### src/rtl/jpeg_stream_ctrl.sv
// JPEG stream controller: fetches pixel words for the coding pipeline
// and packs the coded bytes it returns into words for the output buffer.
`timescale 1ns/1ps
module jpeg_stream_ctrl #(
  parameter int ADDR_W = 32,
  parameter int DIM_W  = 12
) (
  input  logic              clk,
  input  logic              rst,
  input  logic              start,
  input  logic [DIM_W-1:0]  width,
  input  logic [DIM_W-1:0]  height,
  input  logic [ADDR_W-1:0] src_base,
  input  logic [ADDR_W-1:0] dst_base,
  output logic              busy,
  output logic              done,
  output logic [31:0]       byte_count,
  output logic [ADDR_W-1:0] rd_addr,
  output logic              rd_req,
  input  logic              rd_wait,
  input  logic              rd_valid,
  input  logic [31:0]       rd_data,
  output logic [7:0]        px_out,
  output logic              px_ena,
  input  logic              px_rdy,
  output logic              image_done,
  input  logic [15:0]       bits_in,
  input  logic [1:0]        bits_valid,
  input  logic              bits_ena,
  output logic              bits_rdy,
  input  logic              flush_done,
  output logic [ADDR_W-1:0] wr_addr,
  output logic [31:0]       wr_data,
  output logic              wr_req,
  input  logic              wr_wait
);

  localparam int PW = 2 * DIM_W;
  localparam logic [PW-1:0]     PX4  = PW'(4);
  localparam logic [ADDR_W-1:0] AINC = ADDR_W'(4);
  localparam logic [ADDR_W-1:0] AONE = ADDR_W'(1);

  typedef enum logic [2:0] {
    IDLE, RD_REQ, RD_WAIT, FEED, END_IMG, DRAIN
  } state_t;

  state_t            state;
  logic [PW-1:0]     pix_left;
  logic [31:0]       word_q;
  logic [1:0]        sel;
  logic [1:0]        nsel;
  logic [ADDR_W-1:0] dst_q;
  logic [ADDR_W-1:0] words_written;
  logic              wr_pending;
  logic              flush_flag;
  logic [23:0]       res_q;
  logic [1:0]        res_cnt;
  logic [31:0]       hold_q;
  logic [31:0]       byte_acc;
  logic              acc;
  logic              fin;
  logic              flush_wr;
  logic              start_go;
  logic [1:0]        n_in;
  logic [2:0]        sum;
  logic [2:0]        sum_m4;
  logic [15:0]       new2;
  logic [39:0]       tmp;

  assign bits_rdy = busy & ~wr_pending;
  assign wr_req   = wr_pending;
  assign wr_data  = hold_q;
  assign wr_addr  = dst_q + {words_written[ADDR_W-3:0], 2'b00};
  assign nsel     = sel + 2'd1;

  // Byte append math for an accepted beat and end-of-image decisions
  always_comb begin
    acc      = bits_ena & bits_rdy & (bits_valid != 2'd0);
    n_in     = bits_valid[1] ? 2'd2 : 2'd1;
    new2     = bits_valid[1] ? {bits_in[7:0], bits_in[15:8]}
                             : {8'h00, bits_in[15:8]};
    tmp      = {16'h0, res_q} | ({24'h0, new2} << {res_cnt, 3'b000});
    sum      = {1'b0, res_cnt} + {1'b0, n_in};
    sum_m4   = sum - 3'd4;
    start_go = (state == IDLE) & start;
    flush_wr = (state == DRAIN) & flush_flag & ~wr_pending
             & (res_cnt != 2'd0) & ~acc;
    fin      = (state == DRAIN) & flush_flag & ~wr_pending
             & (res_cnt == 2'd0) & ~acc;
  end

  // Fetch FSM: read one word, feed its four pixels, repeat
  always_ff @(posedge clk or posedge rst) begin
    if (rst) begin
      state      <= IDLE;
      busy       <= 1'b0;
      done       <= 1'b0;
      byte_count <= '0;
      rd_addr    <= '0;
      rd_req     <= 1'b0;
      px_out     <= '0;
      px_ena     <= 1'b0;
      image_done <= 1'b0;
      pix_left   <= '0;
      word_q     <= '0;
      sel        <= '0;
      dst_q      <= '0;
    end else begin
      done       <= 1'b0;
      image_done <= 1'b0;
      case (state)
        IDLE: begin
          if (start) begin
            dst_q <= dst_base;
            if (width == '0 || height == '0) begin
              done       <= 1'b1;
              byte_count <= '0;
            end else begin
              pix_left <= {{DIM_W{1'b0}}, width}
                        * {{DIM_W{1'b0}}, height};
              rd_addr  <= src_base;
              rd_req   <= 1'b1;
              busy     <= 1'b1;
              state    <= RD_REQ;
            end
          end
        end
        RD_REQ: begin
          if (!rd_wait) begin
            rd_req  <= 1'b0;
            rd_addr <= rd_addr + AINC;
            state   <= RD_WAIT;
          end
        end
        RD_WAIT: begin
          if (rd_valid) begin
            word_q <= rd_data;
            sel    <= 2'd0;
            px_out <= rd_data[7:0];
            px_ena <= 1'b1;
            state  <= FEED;
          end
        end
        FEED: begin
          if (px_rdy) begin
            if (sel == 2'd3) begin
              px_ena   <= 1'b0;
              pix_left <= pix_left - PX4;
              if (pix_left > PX4) begin
                rd_req <= 1'b1;
                state  <= RD_REQ;
              end else begin
                image_done <= 1'b1;
                state      <= END_IMG;
              end
            end else begin
              sel    <= nsel;
              px_out <= word_q[{nsel, 3'b000} +: 8];
            end
          end
        end
        END_IMG: state <= DRAIN;
        DRAIN: begin
          if (fin) begin
            busy       <= 1'b0;
            done       <= 1'b1;
            byte_count <= byte_acc;
            state      <= IDLE;
          end
        end
        default: state <= IDLE;
      endcase
    end
  end

  // Output packer: residual bytes, write-holding word, flush handling
  always_ff @(posedge clk or posedge rst) begin
    if (rst) begin
      res_q         <= '0;
      res_cnt       <= '0;
      hold_q        <= '0;
      wr_pending    <= 1'b0;
      words_written <= '0;
      byte_acc      <= '0;
      flush_flag    <= 1'b0;
    end else if (start_go) begin
      res_q         <= '0;
      res_cnt       <= '0;
      hold_q        <= '0;
      wr_pending    <= 1'b0;
      words_written <= '0;
      byte_acc      <= '0;
      flush_flag    <= 1'b0;
    end else begin
      if (wr_pending && !wr_wait) begin
        wr_pending    <= 1'b0;
        words_written <= words_written + AONE;
      end
      if (acc) begin
        byte_acc <= byte_acc + {30'h0, n_in};
        if (sum[2]) begin
          hold_q     <= tmp[31:0];
          wr_pending <= 1'b1;
          res_q      <= {16'h0, tmp[39:32]};
          res_cnt    <= sum_m4[1:0];
        end else begin
          res_q   <= tmp[23:0];
          res_cnt <= sum[1:0];
        end
      end
      if (flush_wr) begin
        hold_q     <= {8'h00, res_q};
        wr_pending <= 1'b1;
        res_q      <= '0;
        res_cnt    <= '0;
      end
      if (state == DRAIN && flush_done)
        flush_flag <= 1'b1;
    end
  end

endmodule

### config.mk
export PLATFORM = sky130hd
export DESIGN_NAME = jpeg_stream_ctrl
export DESIGN_NICKNAME = d
export VERILOG_FILES = /design/src/rtl/jpeg_stream_ctrl.sv
export SDC_FILE = /design/constraint.sdc
export NUM_CORES = 1
export LEC_CHECK = 0
export CORE_MARGIN = 8
export CORE_UTILIZATION = 52
export CTS_BUF_LIST = sky130_fd_sc_hd__clkbuf_2 sky130_fd_sc_hd__clkbuf_4 sky130_fd_sc_hd__clkbuf_8
export DETAILED_ROUTE_END_ITERATION = 8
export GPL_ROUTABILITY_DRIVEN = 0
export PLACE_DENSITY = 0.82
export SLEW_MARGIN = 20
export SYNTH_ARGS = -nofsm -noshare
export SYNTH_HDL_FRONTEND = slang
export SYNTH_SLANG_ARGS = --single-unit
### constraint.sdc
create_clock -name clk -period 10.68 [get_ports clk]
set_input_delay 2.67 -clock clk [delete_from_list [all_inputs] [get_ports clk]]
set_output_delay 2.67 -clock clk [all_outputs]
set_load 0.02 [all_outputs]
==> results_dict.tcl, run 1 <==
set metrics [dict create \
    grt_pass1_vias 17510 \
    vias 16880 \
    p_per_area_nw_per_um2 247.7 \
    place_hpwl_um 40240 \
    ys_seq_area_share_pct 37.23 \
    tightest_slew_ns 1.005 \
    finalNetCount 2771 \
    min_path_type "flip-flop to flip-flop" \
    yosysWarnings 0 \
    die_w_um 210.3 \
    routed_via_density 5.692 \
    synth_top_area_share_pct 37.23 \
    synth_area_leaders "dfrtp_1, fa_1, nand2_1" \
    start_util_pct 52.48 \
    wl_per_cell_um 18.42 \
    slew_headroom_pct 33.00 \
    setup_violations 0 \
    drc 0 \
    rows 71 \
    p_leak_nw 11.12 \
    start_kind "input port" \
    syn_inst 2164 \
    cts_setup_buffers 0 \
    synth_top_area_cell "dfrtp_1" \
    async_reset_ff_share_pct 100.0 \
    clock.fmax_mhz 121.0 \
    fp.dieH_um 210.3 \
    rsz0062_at_grt "false" \
    p_total_w 0.005961 \
    ys_types 73 \
    multi_input_area_um2 11320 \
    hold_buffers 0 \
    grt_max_degree 190 \
    layout-drive-gt1-share_pct 6.884 \
    synthesis.nets 2513 \
    seqCellArea_um2 7307 \
    path_max_fanout 13 \
    finalCritPeriodShare_pct 77.39 \
    wirelength_um 54620 \
    cp_data_required_time_ns 11.13 \
    synth_edf_count 0 \
    cap_viol_max_count 0 \
    crit_type "input port to flip-flop" \
    fin_crit_ns 8.265 \
    area_delta_synth_final_pct 22.63 \
    whs_ns 0.4793 \
    cp_data_arrival_time_ns 8.71 \
    cts-root-buf "clkbuf_8" \
    grt_pass1_wl_um 89670 \
    antenna_found_initial 5 \
    cts.repair.resized 0 \
    setup_tns_ns 0 \
    ant_nets 0 \
    drt-initial-drc-count 1161 \
    place.port_buffers 289 \
    pin_count 290 \
    grt.total_usage_pct 24.54 \
    clockBufferDepth 3 \
    ys.flop_type "dfrtp_1" \
    design_area_um2 24070 \
    endpoint_kind "flip-flop" \
    post_dp_cell_area_um2 22930 \
    dieArea_um2 44220 \
    dr.pass1.iters 7 \
    diodes 0 \
    clk_pin_slew_worst_paths_ns 0.06 \
    synth_most_common_cell "nand2_1" \
    fill_cells 2989 \
    finalClockSkew_ns 0.04738 \
    synth_seq_cells 292 \
    core_area_um2 37400 \
    clock_latency_ns 0.64 \
    syn_area_um2 19630 \
    cts.sinks 292 \
    cts_tree "done" \
    synth_area_per_cell_um2 9.070 \
    grt_overflow_total 0 \
    cts_inserted_buffers 50 \
    reg2reg_slack_ns 7.15 \
    drv_slew 0 \
    h-tree-depth 2 \
    run_status "completed" \
    peakVddDrop_mv 0.1564 \
    synth_common_cells "nand2_1, dfrtp_1, inv_1, a21oi_1, nor2_1" \
    hold_viol 0 \
]
-- cells by family after synthesis --
logic type | after synthesis | synth area share, %
fa+ha+maj | 202 | 16.82
xor+xnor | 86 | 3.838
flops | 292 | 37.23
simple gates | 768 | 18.00
buf+inv | 275 | 5.355
mux | 54 | 3.474
compound gates | 487 | 15.29
-- per-stage QoR --
stage	std cells	setup WS [ns]	util (%)
after floorplan	2164	2.884	-
after global placement	2879	2.029	61.31
after detailed placement	2879	1.847	61.31
after CTS	2964	2.486	64.20
after global routing	2966	2.174	64.36
final	2966	2.415	64.36
-- per-layer routing --
metal,global-route usage (%),wire [um]
met5,0,65
met4,9.113,1703
met3,6.208,4147
met2,40.42,26520
met1,31.04,22190
-- worst max-delay path, stage by stage --
cell	delay, ns
clkdlybuf4s50_1	0.77
nand2_1	0.16
fa_1	0.54
fa_1	0.56
inv_1	0.07
fa_1	0.53
fa_1	0.56
inv_1	0.06
fa_1	0.52
inv_1	0.04
ha_1	0.23
or3_1	0.36
nor3b_1	0.29
nor2_1	0.12
a311o_1	0.37
and2_1	0.21
a221oi_1	0.34
xor2_1	0.19
o21ai_0	0.09
-- worst paths after layout --
check,from,to,cells past startpoint
min in group asynchronous,rst,word_q[12],2
max in group asynchronous,rst,dst_q[16],5
max,width[0],pix_left[20],19
max reg2reg,res_cnt[0],wr_data[18],7
min,pix_left[1],pix_left[1],2
min reg2reg,pix_left[1],pix_left[1],2
-- cells in the final DEF (no fill, tap or decap), types with 4 or more instances in the layout --
cell type,count
nand3_1,58
nor4_1,16
nand2_1,347
mux2i_1,13
nor2b_1,9
mux2_2,33
nor3_1,26
o21ai_0,134
o21a_1,9
nand2b_1,11
a22o_1,49
fa_1,103
a32o_1,8
xor2_1,47
a31oi_1,8
nor2_1,146
and4_1,4
o22ai_1,18
nand4_1,17
a21oi_1,171
xnor2_1,39
and3_1,24
and2_1,64
o211ai_1,6
nor3_2,7
o21bai_1,8
a21o_1,19
buf_4,14
clkdlybuf4s50_1,289
clkbuf_8,63
inv_1,173
clkbuf_4,14
o31ai_1,20
ha_1,99
or3_1,20
a21boi_0,4
dfrtp_1,292
mux4_2,8
-- registers in the layout, indices dropped and copies added, names as in the netlist, 3 cells and up --
name           cells
byte_acc          32
wr_data           32
state              3
px_out             8
word_q            32
pix_left          24
byte_count        32
rd_addr           32
words_written     30
res_q             24
dst_q             32
-- layout make-up --
class                      instances  share of cell area (%)
clock inverter                     8                  0.4523
tap                              511                   2.656
timing repair buffer             306                   12.74
sequential                       292                   30.36
clock buffer                      77                   4.039
multi-input combinational       1597                   47.01
inverter                         175                   2.745
-- report_power, final --
| part | internal (W) | switching, W | leakage [nW] | total [W] |
|---|---|---|---|---|
| Clock | 0.000627 | 0.000472 | 0.573 | 0.00110 |
| Sequential | 0.00144 | 0.000302 | 3.77 | 0.00175 |
| Combinational | 0.00136 | 0.00176 | 6.78 | 0.00312 |
| Total | 0.00343 | 0.00253 | 11.1 | 0.00596 |
Note: power is estimated with default switching activity, not from simulation.
==> inputs of run 2 (changes only) <==
- clock period: 10.68 -> 7.3 ns (I/O delays scaled with it)
==> results_dict.tcl, run 2 (same netlist as run 1, synthesis figures left out) <==
set metrics [dict create \
    run_status "completed" \
    rows 71 \
    crit_path_max_incr_delay_ns 0.57 \
    clock_latency_ns 0.62 \
    crit_type "input port to flip-flop" \
    setup_tns_ns 0 \
    peakVddDrop_mv 0.2669 \
    core_area_um2 37400 \
    finalClockSkew_ns 0.03229 \
    p_per_area_nw_per_um2 366.1 \
    vias 17110 \
    grt_pass1_vias 17830 \
    whs_ns 0.4865 \
    rsz0062_at_grt "false" \
    start_kind "input port" \
    cts-root-buf "clkbuf_8" \
    crit_family "adder cells" \
    cts.sinks 292 \
    cp_data_arrival_time_ns 7.46 \
    fp.dieH_um 210.3 \
    cts_setup_buffers 0 \
    cts.repair.resized 0 \
    setup_violations 0 \
    dr.pass1.iters 5 \
    die_w_um 210.3 \
    p_total_w 0.008949 \
    cts_inserted_buffers 50 \
    pin_count 290 \
    grt_max_degree 174 \
    grt_pass1_wl_um 91670 \
    crit_top_cell "fa_1" \
    path_buf_inv 5 \
    hold_buffers 0 \
    rr_startpoint "state[0]" \
    hold_end "pix_left[1]" \
    final_cell_mix "nand2_1, dfrtp_1, clkdlybuf4s50_1, inv_1, a21oi_1" \
    p_leak_nw 11.37 \
    layout_commonest_cell "nand2_1" \
    cp_cell_sequence "clkdlybuf4s50_1 -> buf_4 -> nand2_1 -> fa_1 -> fa_1 -> inv_1 -> fa_1 -> fa_1 -> inv_1 -> fa_1 -> inv_1 -> ha_1 -> or3_1 -> nor3b_1 -> nor2_1 -> a311o_1 -> and2_1 -> a221oi_1 -> xor2_1 -> o21ai_0" \
    path_max_fanout 12 \
    clockBufferDepth 3 \
    clk_pin_slew_worst_paths_ns 0.07 \
    drc 0 \
    antenna_found_initial 1 \
    drt-initial-drc-count 1151 \
    wirelength_um 55660 \
    finalNetCount 2820 \
    grt.total_usage_pct 25.05 \
    area_delta_synth_final_pct 24.54 \
    cp_data_required_time_ns 7.80 \
    r2r_cells 9 \
    min_path_type "flip-flop to flip-flop" \
    fin_util_pct 65.36 \
    post_dp_cell_area_um2 23310 \
    min_path_cells 2 \
    cts_tree "done" \
    dieArea_um2 44220 \
    wl_per_cell_um 18.41 \
    design_area_um2 24440 \
    holdCritStartpoint "pix_left[1]" \
    fin_crit_ns 6.968 \
    clock.fmax_mhz 143.5 \
    tightest_slew_ns 1.026 \
    cap_viol_max_count 0 \
    slew_headroom_pct 31.05 \
    regToRegEndpoint "pix_left[22]" \
    fill_cells 2917 \
    place.port_buffers 289 \
    routed_via_density 5.659 \
    h-tree-depth 2 \
    finalCritPeriodShare_pct 95.46 \
    reg2reg_slack_ns 3.82 \
    place_hpwl_um 41210 \
    endpoint_kind "flip-flop" \
    ant_nets 0 \
    hold_viol 0 \
    start_util_pct 52.48 \
    layout-drive-gt1-share_pct 8.961 \
    grt_overflow_total 0 \
    cp_slowest_cell "fa_1" \
    drv_slew 0 \
]
## run 2: layout make-up
| cell class | instances | area, um2 | area share (%) |
|---|---|---|---|
| clock inverter | 9 | 80.08 | 0.3276 |
| inverter | 175 | 660.6 | 2.703 |
| sequential | 292 | 7307 | 29.89 |
| timing repair buffer | 355 | 3401 | 13.91 |
| antenna | 2 | 5.005 | 0.02047 |
| multi-input combinational | 1597 | 11320 | 46.29 |
| tap | 511 | 639.4 | 2.616 |
| clock buffer | 83 | 1036 | 4.238 |
## run 2: tightest hold or removal path: cells and delay by family (launching register included)
kind	cells	cell delay, ns
AND/OR/NAND/NOR	2	0.11
flip-flops	1	0.34
## run 2: where the power goes
| group | internal [W] | total [W] | switching (W) |
|---|---|---|---|
| sequential | 0.00211 | 0.00255 | 0.000440 |
| combinational | 0.00214 | 0.00476 | 0.00263 |
| clock | 0.000932 | 0.00163 | 0.000700 |
## run 2: through the flow
stage	std cells	setup WS, ns
floorplan	2164	0.3495
global placement	2930	-0.1332
detailed placement	2930	-0.2487
CTS	3022	0.4182
global route	3023	0.09657
finish	3024	0.3316
## run 2: worst max path at each step
stage,from,endpoint,slack (ns),depth (start not counted)
global route,width[6],pix_left[23],0.1,20
floorplan,height[11],pix_left[20],0.35,19
finish,height[8],pix_left[20],0.33,20
detailed placement,height[8],pix_left[20],-0.25,20
global placement,height[6],pix_left[20],-0.13,20
CTS,height[8],pix_left[20],0.42,20
## run 2: metal layers
layer  vias up  track usage [%]  part of all wire (%)  wire length (um)
met5         -                0                     0                 0
met1      8329            31.56                    41             22800
met2       671            41.21                    48             26860
met4         0            11.03                   3.8              2111
met3       138            5.495                   7.0              3896
li1       7976                -                     -                 -
==> inputs of run 3 (changes only) <==
- CTS_BUF_LIST: sky130_fd_sc_hd__clkbuf_2 sky130_fd_sc_hd__clkbuf_4 sky130_fd_sc_hd__clkbuf_8 -> sky130_fd_sc_hd__clkbuf_8
- GPL_ROUTABILITY_DRIVEN: 0 -> not set
- GPL_TIMING_DRIVEN: not set -> 0
==> results_dict.tcl, run 3 (same netlist as run 1, synthesis figures left out) <==
set metrics [dict create \
    switching_share_pct 43.34 \
    cts.sinks 292 \
    drt-met1-wl_um 23530 \
    routed_via_density 5.732 \
    crit_path_max_incr_delay_ns 0.60 \
    wirelength_um 59300 \
    fin_cells 3066 \
    hold_end "pix_left[1]" \
    setup_violations 0 \
    regToRegEndpoint "wr_data[8]" \
    routed-wl-met2_um 28950 \
    r2r_cells 10 \
    cp_data_required_time_ns 7.78 \
    finalNetCount 2866 \
    cts-root-buf "clkbuf_8" \
    cts_setup_buffers 0 \
    p_per_area_nw_per_um2 359.6 \
    cts_inserted_buffers 50 \
    crit_type "input port to flip-flop" \
    holdCritStartpoint "pix_left[1]" \
    die_w_um 210.3 \
    grt_max_degree 35 \
    clkPwrFrac_pct 17.8 \
    area_delta_synth_final_pct 25.62 \
    cp_cell_sequence "clkdlybuf4s50_1 -> clkbuf_4 -> nand2_1 -> fa_1 -> inv_1 -> fa_1 -> fa_1 -> fa_1 -> inv_1 -> fa_1 -> inv_1 -> ha_1 -> a21oi_2 -> nor2b_1 -> o21a_1 -> o21a_1 -> o21ai_0 -> o211ai_1 -> a311oi_2 -> mux2i_1 -> nand3_1" \
    wl_per_cell_um 19.34 \
    seqPwrFrac_pct 28.4 \
    grt.total_usage_pct 26.89 \
    rr_startpoint "res_cnt[1]" \
    min_path_type "flip-flop to flip-flop" \
    place_hpwl_um 45730 \
    drc 0 \
    hold_viol 0 \
    layout-drive-gt1-share_pct 7.283 \
    finalCritPeriodShare_pct 97.53 \
    antenna_found_initial 5 \
    gp_congestion 0.9492 \
    rows 71 \
    grt_overflow_total 0 \
    p_comb_share_pct 53.8 \
    core_area_um2 37400 \
    p_leak_nw 11.46 \
    ant_nets 0 \
    tightest_slew_ns 1.061 \
    endpoint_kind "flip-flop" \
    multi_input_area_um2 11310 \
    clockBufferDepth 3 \
    cp_slowest_cell "clkdlybuf4s50_1" \
    dp.cells 2976 \
    run_status "completed" \
    final_cell_mix "nand2_1, dfrtp_1, clkdlybuf4s50_1, inv_1, a21oi_1" \
    slew_headroom_pct 28.90 \
    p_sw_w 0.003842 \
    fp.dieH_um 210.3 \
    cp_data_arrival_time_ns 7.60 \
    dr.pass1.iters 6 \
    seqCellArea_um2 7307 \
    layout_commonest_cell "nand2_1" \
    place.port_buffers 289 \
    pin_count 290 \
    p_int_w 0.005024 \
    reg2reg_slack_ns 4.08 \
    clock.fmax_mhz 140.5 \
    clk_pin_slew_worst_paths_ns 0.06 \
    finalClockSkew_ns 0.01296 \
    start_util_pct 52.48 \
    h-tree-depth 2 \
    start_kind "input port" \
    crit_family "adder cells" \
    crit_top_cell "fa_1" \
    fin_crit_ns 7.120 \
    vias 17580 \
    dieArea_um2 44220 \
    drv_slew 0 \
    drt-initial-drc-count 1286 \
    clock_latency_ns 0.61 \
    dr.max_layer_used "met5" \
    cts_tree "done" \
    setup_tns_ns 0 \
    grt_pass1_wl_um 97350 \
    peakVddDrop_mv 0.2223 \
    fill_cells 2953 \
    cap_viol_max_count 0 \
    whs_ns 0.4681 \
    grt_pass1_vias 18570 \
    path_buf_inv 5 \
    min_path_cells 2 \
    path_max_fanout 10 \
    met3_length_um 4786 \
]
-- run 3: changes by cell type in the layout (fill, tap and decap cells not counted), moves of 4 or more --
cell,previous run,this run
clkdlybuf4s50_1,289,282
dlymetal6s2s_1,0,7
clkbuf_1,0,61
clkbuf_4,17,5
buf_4,65,5
buf_2,0,10
buf_1,0,7
buf_12,1,7
buf_16,0,4
buf_6,0,11
inv_1,173,189
-- run 3: metrics by stage --
| stage | setup slack (ns) | util, % | instance area [um2] | power, W |
|---|---|---|---|---|
| floorplan | 0.3495 | - | 19630 | 0.005588 |
| global placement | -0.8872 | 61.93 | 23160 | 0.007033 |
| detailed placement | -0.8568 | 62.67 | 23440 | 0.007188 |
| CTS | 0.05362 | 65.60 | 24530 | 0.008826 |
| global route | -0.01296 | 65.93 | 24660 | 0.009527 |
| finish | 0.1802 | 65.93 | 24660 | 0.008867 |
-- run 3: metal layers --
layer / GRT usage (%) / vias to the layer above
li1: - / 8084
met1: 32.87 / 8557
met2: 45.32 / 778
met3: 6.461 / 148
met4: 11.18 / 8
met5: 0 / -
-- run 3: worst max path at each step --
| stage | from | endpoint | slack (ns) | cells past startpoint |
|---|---|---|---|---|
| 2_1_floorplan | height[11] | pix_left[20] | 0.35 | 19 |
| 3_3_place_gp | width[1] | pix_left[20] | -0.89 | 20 |
| 3_5_place_dp | width[1] | pix_left[20] | -0.86 | 20 |
| 4_1_cts | width[0] | pix_left[20] | 0.05 | 20 |
| 5_1_grt | height[8] | pix_left[20] | -0.01 | 20 |
| 6_report | width[9] | pix_left[23] | 0.18 | 21 |
-- run 3: what timing repair did --
action,4_1_cts,5_1_grt
endpoints found under the setup margin,3,5
endpoints found under the hold margin,0,0
gates resized for setup,23,70
hold buffers,0,0
pin swaps,0,2
-- run 3: cell type report --
type | instances | share of cell area (%)
multi-input combinational | 1597 | 45.88
sequential | 292 | 29.64
timing repair buffer | 301 | 12.85
clock buffer | 66 | 3.684
inverter | 175 | 2.679
tap | 511 | 2.593
buffer | 100 | 2.055
clock inverter | 23 | 0.6090
antenna | 1 | 0.01015
-- run 3: power groups by stage --
stage	sequential [W]	combinational, W	clock [W]
3_3_place_gp	0.00250	0.00454	0
5_1_grt	0.00258	0.00527	0.00168
2_1_floorplan	0.00264	0.00295	0
6_report	0.00252	0.00477	0.00158
3_5_place_dp	0.00252	0.00467	0
4_1_cts	0.00251	0.00472	0.00160
-- run 3: worst min-delay path, delay by kind of cell, from the launching register on --
family | cells | cell delay (ns)
flops | 1 | 0.34
simple gates | 2 | 0.10
==> variant, RTL diff (flow settings as in run 1) <==
Set the parameter `ADDR_W` to 16 (it was 32).
--- a/src/rtl/jpeg_stream_ctrl.sv
+++ b/src/rtl/jpeg_stream_ctrl.sv
@@ -2,7 +2,7 @@
 // and packs the coded bytes it returns into words for the output buffer.
 `timescale 1ns/1ps
 module jpeg_stream_ctrl #(
-  parameter int ADDR_W = 32,
+  parameter int ADDR_W = 16,
   parameter int DIM_W  = 12
 ) (
   input  logic              clk,
Interface: changed (resized dst_base, rd_addr, src_base and wr_addr); port bits go from 290 to 226. The function was not compared with the original's and may differ.
==> variant against run 1 <==
  * Wire length fell by 18%
  * Power fell by 14%
  * Register-to-register slack barely moved
  * Synthesized area fell by 16%
  * Cell area fell by 17%
  * Setup slack improved by 0.42 ns
  * Sequential cell count fell by 48
  * Count of clock-buffer cells in the layout fell by 9
  * Critical path type unchanged
  * Critical endpoint is now pix_left[22]
==> variant: results (changes against run 1) <==
| Metric | Value |
|---|---|
| Clock-pin slew on the worst setup and hold paths | `0.06 ns (about the same)` |
| VDD IR max | `173 uV (was 156 uV)` |
| Gr usage total | `23.9% (was 24.5%)` |
| Setup Slack @ Placement | `2.35 ns (was 1.85 ns)` |
| Hold path depth | `2 (unchanged)` |
| Largest net degree at the start of global routing | `107 (was 190)` |
| DP Wirelength | `33500 um (was 40200 um)` |
| Slew @ Worst Pin | `1.02 ns (was 1.00 ns)` |
| Lkg Pwr | `9.39 nW (was 11.1 nW)` |
| Ys async rst share | `100% (unchanged)` |
| Drt pass-1 iters | `5 (was 7)` |
| FF-to-FF path depth | `6 (was 7)` |
| Worst Hold Class | `reg2reg (unchanged)` |
| Post-CTS Resized | `0 (unchanged)` |
| Synth area leaders | `dfrtp_1 37%, fa_1 12%, ha_1 6.3%, nand2_1 5.9%, a21oi_1 3.9% (was dfrtp_1 37%, fa_1 11%, nand2_1 6.6%, ha_1 6.3%, a21oi_1 4.4%)` |
| # H-tree levels | `2 (unchanged)` |
| Share of cells above drive strength 1 | `6.96% (was 6.88%)` |
| Slowest CP cell | `clkdlybuf4s50_1 (unchanged)` |
| CTS Buf Count | `41 (was 50)` |
| R2R Setup Slk | `7.15 ns (about the same)` |
| Longest Clk Path Bufs | `3 (unchanged)` |
| Root buffer cell | `clkbuf_8 (unchanged)` |
| CP Data Arrival Time | `8.22 ns (was 8.71 ns)` |
| Top post-synthesis cells by count | `261 x nand2_1, 244 x dfrtp_1, 164 x inv_1 (was 347 x nand2_1, 292 x dfrtp_1, 174 x inv_1)` |
| CTS Hold Bufs | `0 (unchanged)` |
| Via count | `14100 (was 16900)` |
| Buffers on Ports | `225 (was 289)` |
| Final Net Count | `2283 (was 2771)` |
| Hold WS | `0.473 ns (was 0.479 ns)` |
| CP Launch Type | `input pin (unchanged)` |
| Final Non-Filler Cells | `2418 (was 2966)` |
| Initial antenna violation count | `5 (unchanged)` |
| Iter 0 DRT Violations | `1212 (was 1161)` |
| Worst-Skew Late Latency | `0.54 ns (was 0.64 ns)` |
| Status | `complete, no violations (unchanged)` |
| Largest stage delay, worst path | `0.70 ns (was 0.77 ns)` |
| Mean post-synth cell area | `9.20 um2 (was 9.07 um2)` |
| Netlist cell types | `66 (was 73)` |
| Post-CTS Setup Inserts | `0 (unchanged)` |
| Post-synthesis net count | `2101 (was 2513)` |
| Worst setup margin | `2.83 ns (was 2.42 ns)` |
| Fin Clk Skew | `0.0278 ns (was 0.0474 ns)` |
| Area after DPL | `0.0190 mm2 (was 0.0229 mm2)` |
| Syn. warnings | `0 (unchanged)` |
| Final slew viol count | `0 (unchanged)` |
| Sequential share of the synthesized area | `36.9% (was 37.2%)` |
| Overall routed net length | `44900 um (was 54600 um)` |
| Fill cells | `2540 (was 2989)` |
| Max FO, Critical Path | `13 (unchanged)` |
| Crit path max-delay family | `adder cells (unchanged)` |
| Vias in the first global route | `14700 (was 17500)` |
| First-pass GRT wire length | `75300 um (was 89700 um)` |
==> variant: cell count changes in the layout (fill, tap and decap cells not counted), moves of 14 or more <==
cell and delta:
a22o_1 -15, o21ai_0 -34, xnor2_1 -14, o31ai_1 -14, ha_1 -16, a31oi_1 +19, nand2_1 -86, a21oi_1 -42
clkdlybuf4s50_1 -64, nor2_1 -22, dfrtp_1 -48
==> variant: worst paths after layout <==
kind / from / end
worst max-delay path: height[8] / pix_left[22]
worst min-delay path: pix_left[1] / pix_left[1]
worst max register to register: res_cnt[0] / wr_data[11]
min in group asynchronous: rst / px_out[1]
worst min register to register: pix_left[1] / pix_left[1]
max in group asynchronous: rst / rd_addr[9]
==> variant: final cells by class <==
type	instances	area (um2)	area share, %
well taps	402	503	2.52
clock buffers	68	855	4.28
repair buffers	236	2330	11.7
multi-input cells	1294	9470	47.4
flip-flops and latches	244	6110	30.6
clock inverters	5	71.3	0.357
inverters	165	627	3.14
diodes	4	10.0	0.0501
==> variant: metal layers <==
metal	routed length, um	GRT usage (%)	share of wire, %
met2	21600	39.8	48
met1	18700	30.4	42
met4	1410	9.17	3.1
met3	3140	4.54	7.0
met5	13	0	0.029
==> variant: logic make-up (layout without fill, tap and decap cells) <==
family          Yosys count  after routing  share of synthesized area, %
simple gates            614            614                          17.1
flops                   244            244                          36.9
fa+ha+maj               186            186                          18.7
buf+inv                 262            474                          6.10
compound gates          391            391                          14.6
other cells               0              4                             0
mux                      43             43                          3.46
xor+xnor                 60             60                          3.17
==> variant: where the power goes <==
group,switching (mW),internal [mW]
Combinational,1.53,1.18
Clock,0.380,0.533
Sequential,0.267,1.22
==> variant: tightest hold or removal path: cells and delay by family, from the launching register on <==
kind	cells	cell delay [ns]
AND/OR/NAND/NOR	2	0.10
flip-flops	1	0.35
